===== config.mk =====
export PLATFORM = sky130hd
export DESIGN_NAME = mem_arbiter
export DESIGN_NICKNAME = d
export VERILOG_FILES = /design/src/rtl/mem_arbiter.sv
export SDC_FILE = /design/constraint.sdc
export NUM_CORES = 1
export LEC_CHECK = 0
export CAP_MARGIN = 20
export CORE_ASPECT_RATIO = 1.2
export CORE_MARGIN = 3
export CORE_UTILIZATION = 40
export CTS_CLUSTER_SIZE = 14
export DETAILED_ROUTE_END_ITERATION = 12
export HOLD_SLACK_MARGIN = 0.08
export PLACE_DENSITY = 0.79
export SETUP_SLACK_MARGIN = 0.4
export SYNTH_ARGS = -nofsm -noshare
export SYNTH_HDL_FRONTEND = slang
export SYNTH_SLANG_ARGS = --single-unit

===== constraint.sdc =====
create_clock -name clk -period 2 [get_ports clk]
set_input_delay 0.2 -clock clk [delete_from_list [all_inputs] [get_ports clk]]
set_output_delay 0.2 -clock clk [all_outputs]
set_load 0.05 [all_outputs]

===== src/rtl/mem_arbiter.sv =====
// Two-requester round-robin arbiter in front of a shared single-port word
// memory. Each accepted transaction is carried through an optional
// wait-state phase, a single memory access cycle and a single response
// cycle before the next one can be accepted.
//
// state   | meaning
// --------+-----------------------------------------------------------
// IDLE    | no transaction in flight; one requester may be accepted
// WAIT_ST | counting down the extra wait cycles before the access
// ACCESS  | memory is driven; store strobe or load data capture
// RESP    | one-cycle completion pulse to the owning requester
module mem_arbiter #(
  parameter int WAIT = 0
) (
  input  logic        clk,
  input  logic        rst_n,
  input  logic        req0_valid,
  input  logic        req0_write,
  input  logic [31:0] req0_addr,
  input  logic [31:0] req0_wdata,
  output logic        req0_ready,
  input  logic        req1_valid,
  input  logic        req1_write,
  input  logic [31:0] req1_addr,
  input  logic [31:0] req1_wdata,
  output logic        req1_ready,
  output logic        rsp0_valid,
  output logic [31:0] rsp0_rdata,
  output logic        rsp1_valid,
  output logic [31:0] rsp1_rdata,
  output logic        mem_write,
  output logic [31:0] mem_address,
  output logic [31:0] mem_write_data,
  input  logic [31:0] mem_read_data
);

  typedef enum logic [1:0] {IDLE, WAIT_ST, ACCESS, RESP} state_t;

  // Counter load value; unused when there are no wait cycles.
  localparam logic [3:0] WAIT_INIT = (WAIT > 0) ? 4'(WAIT - 1) : 4'd0;

  state_t      state;
  state_t      state_nxt;
  logic [3:0]  cnt;
  logic [3:0]  cnt_nxt;
  logic        last_grant;
  logic        grant_id;
  logic        accept;
  logic        lat_write;
  logic        lat_id;
  logic [31:0] lat_addr;
  logic [31:0] lat_wdata;

  // Arbitration: a lone requester wins, a tie goes to the one not granted last.
  always_comb begin
    grant_id = 1'b0;
    if (req0_valid && req1_valid) begin
      grant_id = ~last_grant;
    end else if (req1_valid) begin
      grant_id = 1'b1;
    end
    accept     = (state == IDLE) && (req0_valid || req1_valid);
    req0_ready = accept && !grant_id;
    req1_ready = accept && grant_id;
  end

  // Next-state and wait counter.
  always_comb begin
    state_nxt = state;
    cnt_nxt   = cnt;
    case (state)
      IDLE: begin
        if (accept) begin
          if (WAIT > 0) begin
            state_nxt = WAIT_ST;
            cnt_nxt   = WAIT_INIT;
          end else begin
            state_nxt = ACCESS;
          end
        end
      end
      WAIT_ST: begin
        if (cnt == 4'd0) begin
          state_nxt = ACCESS;
        end else begin
          cnt_nxt = cnt - 4'd1;
        end
      end
      ACCESS:  state_nxt = RESP;
      RESP:    state_nxt = IDLE;
      default: state_nxt = IDLE;
    endcase
  end

  // State register, grant history and the latched transaction.
  always_ff @(posedge clk or negedge rst_n) begin
    if (!rst_n) begin
      state      <= IDLE;
      cnt        <= 4'd0;
      last_grant <= 1'b1;
      lat_write  <= 1'b0;
      lat_id     <= 1'b0;
      lat_addr   <= 32'd0;
      lat_wdata  <= 32'd0;
    end else begin
      state <= state_nxt;
      cnt   <= cnt_nxt;
      if (accept) begin
        last_grant <= grant_id;
        lat_id     <= grant_id;
        lat_write  <= grant_id ? req1_write : req0_write;
        lat_addr   <= grant_id ? req1_addr  : req0_addr;
        lat_wdata  <= grant_id ? req1_wdata : req0_wdata;
      end
    end
  end

  // Load data capture; each requester keeps its last load result.
  always_ff @(posedge clk or negedge rst_n) begin
    if (!rst_n) begin
      rsp0_rdata <= 32'd0;
      rsp1_rdata <= 32'd0;
    end else if (state == ACCESS && !lat_write) begin
      if (lat_id) begin
        rsp1_rdata <= mem_read_data;
      end else begin
        rsp0_rdata <= mem_read_data;
      end
    end
  end

  // Memory and response outputs decoded from the state and latched fields.
  always_comb begin
    mem_address    = lat_addr;
    mem_write_data = lat_wdata;
    mem_write      = (state == ACCESS) && lat_write;
    rsp0_valid     = (state == RESP) && !lat_id;
    rsp1_valid     = (state == RESP) && lat_id;
  end

endmodule


Word level (Yosys, flattened, before mapping). Index checks and enable logic that the tools add are counted.

Register bits after elaboration: 137. Input port bits: 166. Output and inout port bits: 133. Logic and storage cells: 44.

$add $sub $neg: 1. Equality and inequality tests: 5. Muxes and demuxes: 8. Bitwise logic cells: 3. Reduce and logical (&&, ||, !) cells: 18.

Operators with widths (number): $mux W32 (2); $logic_and A1 B1 Y1 (8); $pmux W2 S4 (1); $reduce_and A2 Y1 (4); $eq A2 B2 Y1 const B (2); $logic_not A4 Y1 (1); $mux W2 (2); $ne A2 B2 Y1 const B (2); $sub A4 B1 Y4 const B (1); $logic_not A1 Y1 (3); $mux W1 (3); $not A1 Y1 (3); $eq A2 B1 Y1 const B (1); $logic_not A2 Y1 (1); $logic_or A1 B1 Y1 (1).

Logic depth before layout (Yosys ltp). Gate-level depths: netlist (run 1).

Depth after elaboration: 4. Mapped depth: 6. Gate-level depth less buffers: 5.

Worst setup path after synthesis (run 1). No wires, ideal clock.

Path kind: reg2reg. Start point: register last_grant. End point: register lat_id. Library setup time: 71 ps. Data arrival time: 1944 ps. Required time: 1929 ps. Path slack: -15 ps. Cell stages (with the launch flop): 5. Buffers on the path: 1. Clock period less this slack: 2015 ps. Cells stage by stage: dfstp_2 -> a21bo_2 -> buf_2 -> nor3_1 -> a21o_1.

Cells in the longest elaborated chain, start to end: 2.

RTL lines: start, declared (line 46) `logic last_grant;`; start signal, assigned (line 109) `last_grant <= grant_id;`; $not A1 Y1 (line 58) `grant_id = ~last_grant;`; $mux W1 (line 57) `if (req0_valid && req1_valid) begin`; end signal, assigned (line 110) `lat_id <= grant_id;`; end, declared (line 50) `logic lat_id;`.

Every way passes these cells. A chain may end at the register's enable or synchronous reset.

Final worst setup path (run 1).
Start point: register last_grant. End point: output req0_ready.

Cells in the longest elaborated chain, start to end: 4.

RTL lines: $not A1 Y1 (line 58); $mux W1 (line 57); $logic_not A1 Y1 (line 63) `req0_ready = accept && !grant_id;`; $logic_and A1 B1 Y1 (line 63); end, declared (line 21) `output logic req0_ready,`.

Every way passes these cells.

==> results of run 1 <==
## routing by layer
metal / share of wire (%) / track usage [%] / up-vias / routed length, um
met5: 0 / 0 / - / 0
met4: 3.0 / 9.12 / 0 / 628
met3: 7.8 / 6.42 / 42 / 1600
met2: 50 / 40.5 / 275 / 10400
met1: 39 / 28.0 / 2682 / 8000
li1: - / - / 2518 / -
## state kept, by name (all words and copies together), names as in the netlist
name,cells
mem_address,32
mem_write_data,32
rsp0_rdata,32
rsp1_rdata,32
cnt,4
state,2
last_grant,1
lat_id,1
lat_write,1
## power by group through the flow
stage / logic, mW / clock network [mW] / registers, mW
floorplan: 2.57 / 0 / 9.46
global placement: 10.9 / 0 / 4.92
detailed placement: 11.0 / 0 / 4.99
CTS: 10.3 / 3.25 / 4.90
global route: 11.0 / 3.38 / 5.07
finish: 10.5 / 3.19 / 4.90
## timing repair
action                                  4_1_cts  5_1_grt
setup buffers                                 5        6
endpoints found under the setup margin      187       70
hold buffers                                  1        0
pin swaps                                     1        3
endpoints found under the hold margin        55        0
cloned                                        2        5
resized for setup                           130        4
## through the flow
step	instances	setup WS, ns	total power [mW]	hold slack (ns)
CTS	1022	0.281	18.5	0.333
finish	1033	0.348	18.6	0.335
detailed placement	982	0.177	16.0	0.214
global placement	982	0.228	15.8	0.203
floorplan	542	0.427	12.0	-0.0956
global route	1033	0.294	19.4	0.342
## cell usage in the layout (no fill, tap or decap), types with 2 or more instances in the layout
master / n
nor2_1: 3
clkdlybuf4s50_1: 164
mux2_2: 64
inv_6: 4
a31oi_1: 66
clkbuf_16: 21
a21o_1: 2
buf_6: 4
buf_12: 10
bufinv_16: 3
a21oi_1: 67
dlygate4sd2_1: 127
nor2_4: 2
clkinv_4: 3
dfrtp_1: 135
bufbuf_16: 2
inv_1: 3
nand2_1: 132
clkbuf_1: 3
buf_4: 19
nand2b_1: 2
and3_1: 2
## final cells by class
class | count | area (um^2) | share of cell area [%]
tap | 171 | 214 | 2.18
inverter | 3 | 11.3 | 0.115
clock inverter | 12 | 164 | 1.67
timing repair buffer | 332 | 3330 | 33.9
clock buffer | 20 | 437 | 4.45
multi-input combinational | 358 | 2230 | 22.7
sequential | 137 | 3430 | 35.0
## final timing paths
| path | slack, ns | startpoint | endpoint |
|---|---|---|---|
| worst max-delay path | 0.35 | last_grant | req0_ready |
| worst min-delay path | 0.34 | rst_n | rsp1_rdata[2] |
| worst max register to register | 0.42 | state[1] | rsp1_rdata[16] |
| worst min register to register | 0.50 | rsp1_rdata[29] | rsp1_rdata[29] |
| max in group asynchronous | 0.94 | rst_n | rsp0_rdata[13] |
| min in group clk | 0.35 | req1_addr[31] | mem_address[31] |
## cells by family after synthesis
family,Yosys count
AND/OR/NAND/NOR,151
adder cells (fa/ha/maj),1
flip-flops,137
XOR/XNOR,1
AO/OA/AOI/OAI,139
buffers and inverters,47
multiplexers,66
==> out/metrics.cfg, run 1 <==
[setup_path]
reg2reg_depth = 6
worst_ep_arrival_time_ns = 1.45
startpoint_type = register
cp_slowest_cell = dfstp_2
crit_chain = a21boi_4 > buf_12 > nor2_4 > buf_12
cp-end-kind = output port
cp.depth = 4
max_stage_delay_ns = 0.57
cp_max_fo = 3
cp_data_required_time_ns = 1.80
crit_type = register to output port
critPathTopFamily = flip-flops
worst-path-buf-inv = 2
crit_top_cell = buf_12

[power]
seqPwrFrac_pct = 26.3
leakagePower_nw = 4.31
combPwrFrac_pct = 56.5
powerDensity_nw_per_um2 = 1900
p_sw_share_pct = 49.4
p_clk_share_pct = 17.2
p_int_mw = 9.42
switchingPower_mw = 9.18
irDropWorstVdd_mv = 0.785

[global_routing]
grt_overflow_total = 0
grt_pass1_vias = 5575
grt_pass1_wl_um = 29900
grt_max_degree = 66
grt_antenna_before_repair = 0
grt.total_usage_pct = 23.7

[synth]
yosysMostFrequentCell = dfrtp_1
seq_area_frac_synth_pct = 58.5
synthTopCellsByArea = dfrtp_1 58%, mux2_2 12%, nand2_1 8.5%
synth_xor_area_share_pct = 0.149
synth_compound_area_share_pct = 13.5
ys_warn_count = 0
synthDistinctLibCells = 32
synthAdderAreaFrac_pct = 0.213
synth_area_um2 = 5860
synth_cells = 542
synth_common_cells = 136 x dfrtp_1, 133 x nand2_1, 67 x a21oi_1
yosysTopAreaCell = dfrtp_1
synth-main-ff-cell = dfrtp_1
ys_ff_latch = 137
syn_avg_cell_area_um2 = 10.8
syn_nets = 709
synthMuxAreaShare_pct = 12.7
synthArstFlopShare_pct = 100
synth_top_family_by_area = compound AO/OA/AOI/OAI gates
synth-edff-count = 0
synthSimpleGateAreaFrac_pct = 10.8
yosysTopAreaCellShare_pct = 58.0

[floorplanning]
die_height_um = 139
die-area_um2 = 16200
coreArea_um2 = 14100
fp.dieW_um = 117
io-pin-count = 299
start_util_pct = 41.7
rows = 47

[job]
drv_cap = 0

[timing]
relSlewSlack_pct = 61.4
rsz0062_at_grt = true
finalHoldViolations = 0
slew_viol_final = 0
setup_tns_ns = 0
period_share_pct = 82.6
period_minus_slack_ns = 1.65
max_freq_mhz = 605
worst_pin_slew_ns = 0.580
fin_skew_ns = 0.00992
setup_viol = 0

[route]
routed_wl_um = 20600
vias_per_cell = 5.34
drt_iter0_drc = 245
wl_per_cell_um = 20.0
ant_nets = 0
drc = 0
via_count = 5517
drt_pass1_iterations = 4

[worst_hold_path]
hold_path.class = input pin to asynchronous set/reset pin

[status]
status = finished clean

[placed_design]
io_buffers = 298
dpl_cell_area_um2 = 9070
dp_hpwl_um = 13500
routabilityCongestion = 0.783

[final_layout]
antennaDiodeCount = 0
syn_to_final_growth_pct = 67.4
n_fill_cell = 1090
fin_util_pct = 69.8
layout-drive-gt1-share_pct = 16.9
final_nets = 1016
final_area_um2 = 9810

[cts]
cts_buffer_depth = 2
cts_buffers = 17
cts.sinks = 137
cts_root_buf = clkbuf_16
insertion_delay_ns = 0.41
clkSlewWorstSetupHoldPaths_ns = 0.06
cts_tree = built
htree_levels = 4

No activity file was read; power rests on OpenSTA's default activity.
==> run 2: changes to the inputs <==
==> constraint.sdc (replaced) <==
create_clock -name clk -period 1.7 [get_ports clk]
set_input_delay 0.17 -clock clk [delete_from_list [all_inputs] [get_ports clk]]
set_output_delay 0.17 -clock clk [all_outputs]
set_load 0.05 [all_outputs]
==> run 2 against run 1 <==
Against the previous run:
- sequential power grew 22%
- sequential share of layout area shrank 0.35 points
- register-to-register slack lost 0.38 ns
- design area grew 1.0%
- critical path type is now register to register
- hold slack lost 0.066 ns
- global-route usage grew 0.80 points
- final cell count grew 1.1%
- sequential cell count is the same
- first-iteration DRC count grew 36%
- non-clock buffer count grew 11
==> out/metrics.cfg, run 2 (same netlist as run 1, synthesis figures left out) <==
[status]
status = finished clean

[cts]
cts_buffers = 17
htree_levels = 4
clkSlewWorstSetupHoldPaths_ns = 0.06
cts.sinks = 137
cts_tree = built
cts_buffer_depth = 2
cts_root_buf = clkbuf_16
insertion_delay_ns = 0.42

[floorplanning]
die_height_um = 139
fp.dieW_um = 117
rows = 47
die-area_um2 = 16200
io-pin-count = 299
coreArea_um2 = 14100
start_util_pct = 41.7

[timing]
hold_ws_ns = 0.269
worst_pin_slew_ns = 0.468
slew_viol_final = 0
period_minus_slack_ns = 1.66
relSlewSlack_pct = 68.8
finalHoldViolations = 0
setup_viol = 0
setup_tns_ns = 0
max_freq_mhz = 604
period_share_pct = 97.4
fin_skew_ns = 0.00580
rsz0062_at_grt = true
setup_ws_ns = 0.0448

[setup_path]
cp_data_required_time_ns = 1.99
startpoint_type = register
timing.rr.end = rsp1_rdata[5]
crit_type = register to register
crit_chain = buf_12 > nand2b_4 > nor3b_4 > buf_4 > buf_12 > mux2_2
cp_slowest_cell = dfrtp_2
reg2reg_from = state[1]
crit_start = state[1]
r2r_setup_slack_ns = 0.04
worst_ep_arrival_time_ns = 1.94
cp_max_fo = 16
cp-end-kind = register
crit_top_cell = buf_12
reg2reg_depth = 6
crit_end = rsp1_rdata[5]
max_stage_delay_ns = 0.43

[route]
drt_iter0_drc = 334
drt-met1-wl_um = 7900
met3_wirelength_um = 1780
wl_met2_um = 10500
ant_nets = 0
wl_per_cell_um = 20.0
dr.max_layer_used = met4
drc = 0
drt_pass1_iterations = 4
via_count = 5614
vias_per_cell = 5.38
routed_wl_um = 20900

[final_layout]
fin_cells = 1044
antennaDiodeCount = 0
syn_to_final_growth_pct = 69.1
layout-drive-gt1-share_pct = 33.8
final_area_um2 = 9910
final_cell_mix = 164 x clkdlybuf4s50_1, 135 x dfrtp_1, 131 x nand2_1
final_nets = 1027
fin_util_pct = 70.5
final_common_cell = clkdlybuf4s50_1

[job]
drv_cap = 0

[global_routing]
grt_overflow_total = 0
grt_pass1_vias = 5811
grt_antenna_before_repair = 0
grt_max_degree = 51
grt.total_usage_pct = 24.5
grt_pass1_wl_um = 31000

[power]
power_mw = 23.3
leakagePower_nw = 4.45
powerDensity_nw_per_um2 = 2350
irDropWorstVdd_mv = 1.09

[placed_design]
routabilityCongestion = 0.819
dpl_cell_area_um2 = 9190
placedCellCount = 987
dp_hpwl_um = 13600
pre_cts_ws_ns = 0.0406
io_buffers = 298

[worst_hold_path]
hold_path.class = input pin to asynchronous set/reset pin

==> run 2: cell types whose count changed in the layout (fill, tap and decap cells not counted), sizes merged <==
cell         previous run  this run
dlygate4sd2           127         0
buf                    34       173
clkinvlp                1         4
bufinv                  3         4
clkbuf                 24        21
inv                     7         5
==> run 2: worst min path at each step <==
stage | endpoint | slack (ns)
after CTS | rsp0_rdata[9] | 0.28
after detailed placement | rsp0_rdata[9] | 0.14
after floorplan | cnt[0] | -0.13
after global placement | rsp1_rdata[11] | 0.14
final | rsp0_rdata[9] | 0.27
after global routing | rsp1_rdata[9] | 0.30
==> run 2: worst max-delay path: cells and delay by family, from the launching register on <==
family	cells	cell delay, ns
buf+inv	3	0.44
simple gates	2	0.28
flops	1	0.43
mux	1	0.37
==> run 2: repair_timing <==
item                                   4_1_cts  5_1_grt
cloned                                       4        3
setup endpoints to repair                  232      140
resized for setup                          480       30
buffers inserted                            14        3
endpoints found under the hold margin       76        0
hold buffers                                 1        0
pin swaps                                    6        6
==> run 2: metal layers <==
metal,up-vias,global-route usage [%]
met1,2724,29.4
met2,302,41.7
met3,54,7.07
met5,-,0
li1,2534,-
met4,0,8.21
==> run 2: power breakdown <==
group          switching [mW]  internal [mW]  total, mW
clock                    1.45           2.50       3.95
sequential               1.07           4.90       5.97
combinational            8.76           4.61       13.4
==> run 2: area by class of cell <==
type                            count  area, um^2
Clock inverter                     14         195
Fill cell                         977        4140
Timing Repair Buffer              343        3150
Clock buffer                       18         439
Inverter                            3        11.3
Multi-Input combinational cell    358        2470
Sequential cell                   137        3430
Tap cell                          171         214
==> run 3: changes to the inputs <==
==> constraint.sdc (replaced) <==
create_clock -name clk -period 1.59 [get_ports clk]
set_input_delay 0.159 -clock clk [delete_from_list [all_inputs] [get_ports clk]]
set_output_delay 0.159 -clock clk [all_outputs]
set_load 0.05 [all_outputs]
==> run 3 against run 2 <==
Against the previous run:
- the flow now finishes with violations (negative setup slack)
- routed wire length rose by 3.5%
- clock power fell by 10%
- sequential share of layout area is 1.2 points lower
- global-route usage rose by 0.59 points
- clock skew grew 0.0011 ns
- via count shrank 0.59%
- critical endpoint is now req0_ready
- largest cell class is now buffers
- largest power group unchanged
==> out/metrics.cfg, run 3 (same netlist as run 1, synthesis figures left out) <==
[status]
status = finished, violations left
failed_checks = negative setup slack

[setup_path]
crit_top_cell = buf_12
startpoint_type = register
r2r_setup_slack_ns = 0.01
cp_data_required_time_ns = 1.43
crit_type = register to output port
cp-end-kind = output port
worst_ep_arrival_time_ns = 1.43
cp_max_fo = 3
crit_chain = a21boi_4 > buf_12 > nor2_4 > buf_12
cp_slowest_cell = dfstp_2
max_stage_delay_ns = 0.58

[power]
p_clk_share_pct = 13.9
powerDensity_nw_per_um2 = 2480
leakagePower_nw = 4.60
seqPwrFrac_pct = 25.2
power_mw = 25.5
p_int_mw = 13.4
irDropWorstVdd_mv = 1.22
p_sw_share_pct = 47.5
combPwrFrac_pct = 60.9
switchingPower_mw = 12.1

[timing]
finalHoldViolations = 0
slew_viol_final = 0
max_freq_mhz = 629
setup_ws_ns = -0.000746
hold_ws_ns = 0.250
fin_skew_ns = 0.00694
rsz0062_at_grt = true
worst_pin_slew_ns = 0.481
relSlewSlack_pct = 67.9
period_minus_slack_ns = 1.59
setup_tns_ns = -0.000746
setup_viol = 1
period_share_pct = 100

[route]
routed_wl_um = 21700
via_count = 5581
ant_nets = 0
wl_per_cell_um = 20.7
drt_pass1_iterations = 4
drc = 0
drt_iter0_drc = 363
vias_per_cell = 5.33

[floorplanning]
io-pin-count = 299
fp.dieW_um = 117
die_height_um = 139
coreArea_um2 = 14100
rows = 47
die-area_um2 = 16200
start_util_pct = 41.7

[global_routing]
grt_antenna_before_repair = 0
grt.total_usage_pct = 25.1
grt_overflow_total = 0
met2_usage_pct = 43.9
grt_pass1_vias = 5889
grt_max_degree = 60
grt_pass1_wl_um = 31500
met1_usage_pct = 29.3
grt-busiest-layer = met2
met3_usage_pct = 6.85

[final_layout]
final_cell_mix = 164 x clkdlybuf4s50_1, 136 x dfrtp_1, 132 x nand2_1
n_fill_cell = 920
antennaDiodeCount = 0
final_common_cell = clkdlybuf4s50_1
fin_util_pct = 73.0
layout-drive-gt1-share_pct = 33.3
final_nets = 1031
syn_to_final_growth_pct = 75.0

[cts]
cts_root_buf = clkbuf_16
htree_levels = 4
cts_tree = built
cts_buffers = 17
clkSlewWorstSetupHoldPaths_ns = 0.06
cts.sinks = 137
cts_buffer_depth = 2
insertion_delay_ns = 0.41

[placed_design]
io_buffers = 298
routabilityCongestion = 0.813
dp_hpwl_um = 13800

[job]
drv_cap = 0

[worst_hold_path]
hold_path.class = input pin to asynchronous set/reset pin

[run 3: cell type report]
| class | count | area (um^2) | area share (%) |
|---|---|---|---|
| clock inverters | 9 | 76.3 | 0.744 |
| repair buffers | 347 | 3570 | 34.8 |
| multi-input cells | 358 | 2510 | 24.5 |
| clock buffers | 23 | 448 | 4.37 |
| flip-flops and latches | 137 | 3430 | 33.4 |
| inverters | 3 | 13.8 | 0.134 |
| well taps | 171 | 214 | 2.09 |
[run 3: power by group through the flow]
stage          registers [mW]  logic [mW]  clock network, mW
3_5_place_dp             6.32        13.9                  0
2_1_floorplan            11.9        3.69                  0
3_3_place_gp             6.25        13.7                  0
4_1_cts                  6.34        15.0               3.59
5_1_grt                  6.61        16.2               3.74
6_report                 6.42        15.5               3.55
[run 3: routing by layer]
layer | up-vias | routed length [um]
met5 | - | 0
met2 | 314 | 11300
met3 | 38 | 1900
li1 | 2542 | -
met4 | 0 | 476
met1 | 2687 | 7980
[run 3: worst paths after layout]
path	startpoint	endpoint	depth (start not counted)
setup / recovery	last_grant	req0_ready	4
hold / removal	rst_n	rsp1_rdata[28]	2
setup reg to reg	state[1]	rsp0_rdata[12]	7
hold reg to reg	rsp1_rdata[19]	rsp1_rdata[19]	1
max in group asynchronous	rst_n	rsp0_rdata[18]	3
min in group clk	req0_addr[27]	mem_address[27]	3
[run 3: timing repair]
item                                    CTS  global route
endpoints found under the hold margin   136             0
gates resized for setup                  55            23
pin swaps                                 6             1
endpoints found under the setup margin  139           158
buffers inserted                         10             5
hold buffers                              1             0
gates cloned                              7             6
[run 3: metrics by stage]
step                instances  setup slack [ns]  cell area [um^2]
floorplan                 542            0.0309              6050
global placement          987           -0.0539              8970
detailed placement        987            -0.103              8970
CTS                      1037           -0.0153             10000
global route             1048           -0.0541             10300
finish                   1048         -0.000746             10300
[run 3: worst max-delay path: cells and delay by family, from the launching register on]
kind / cells / cell delay [ns]
DFF: 1 / 0.58
AOI/OAI and AO/OA: 1 / 0.08
and+or+nand+nor: 1 / 0.09
buffers and inverters: 2 / 0.27
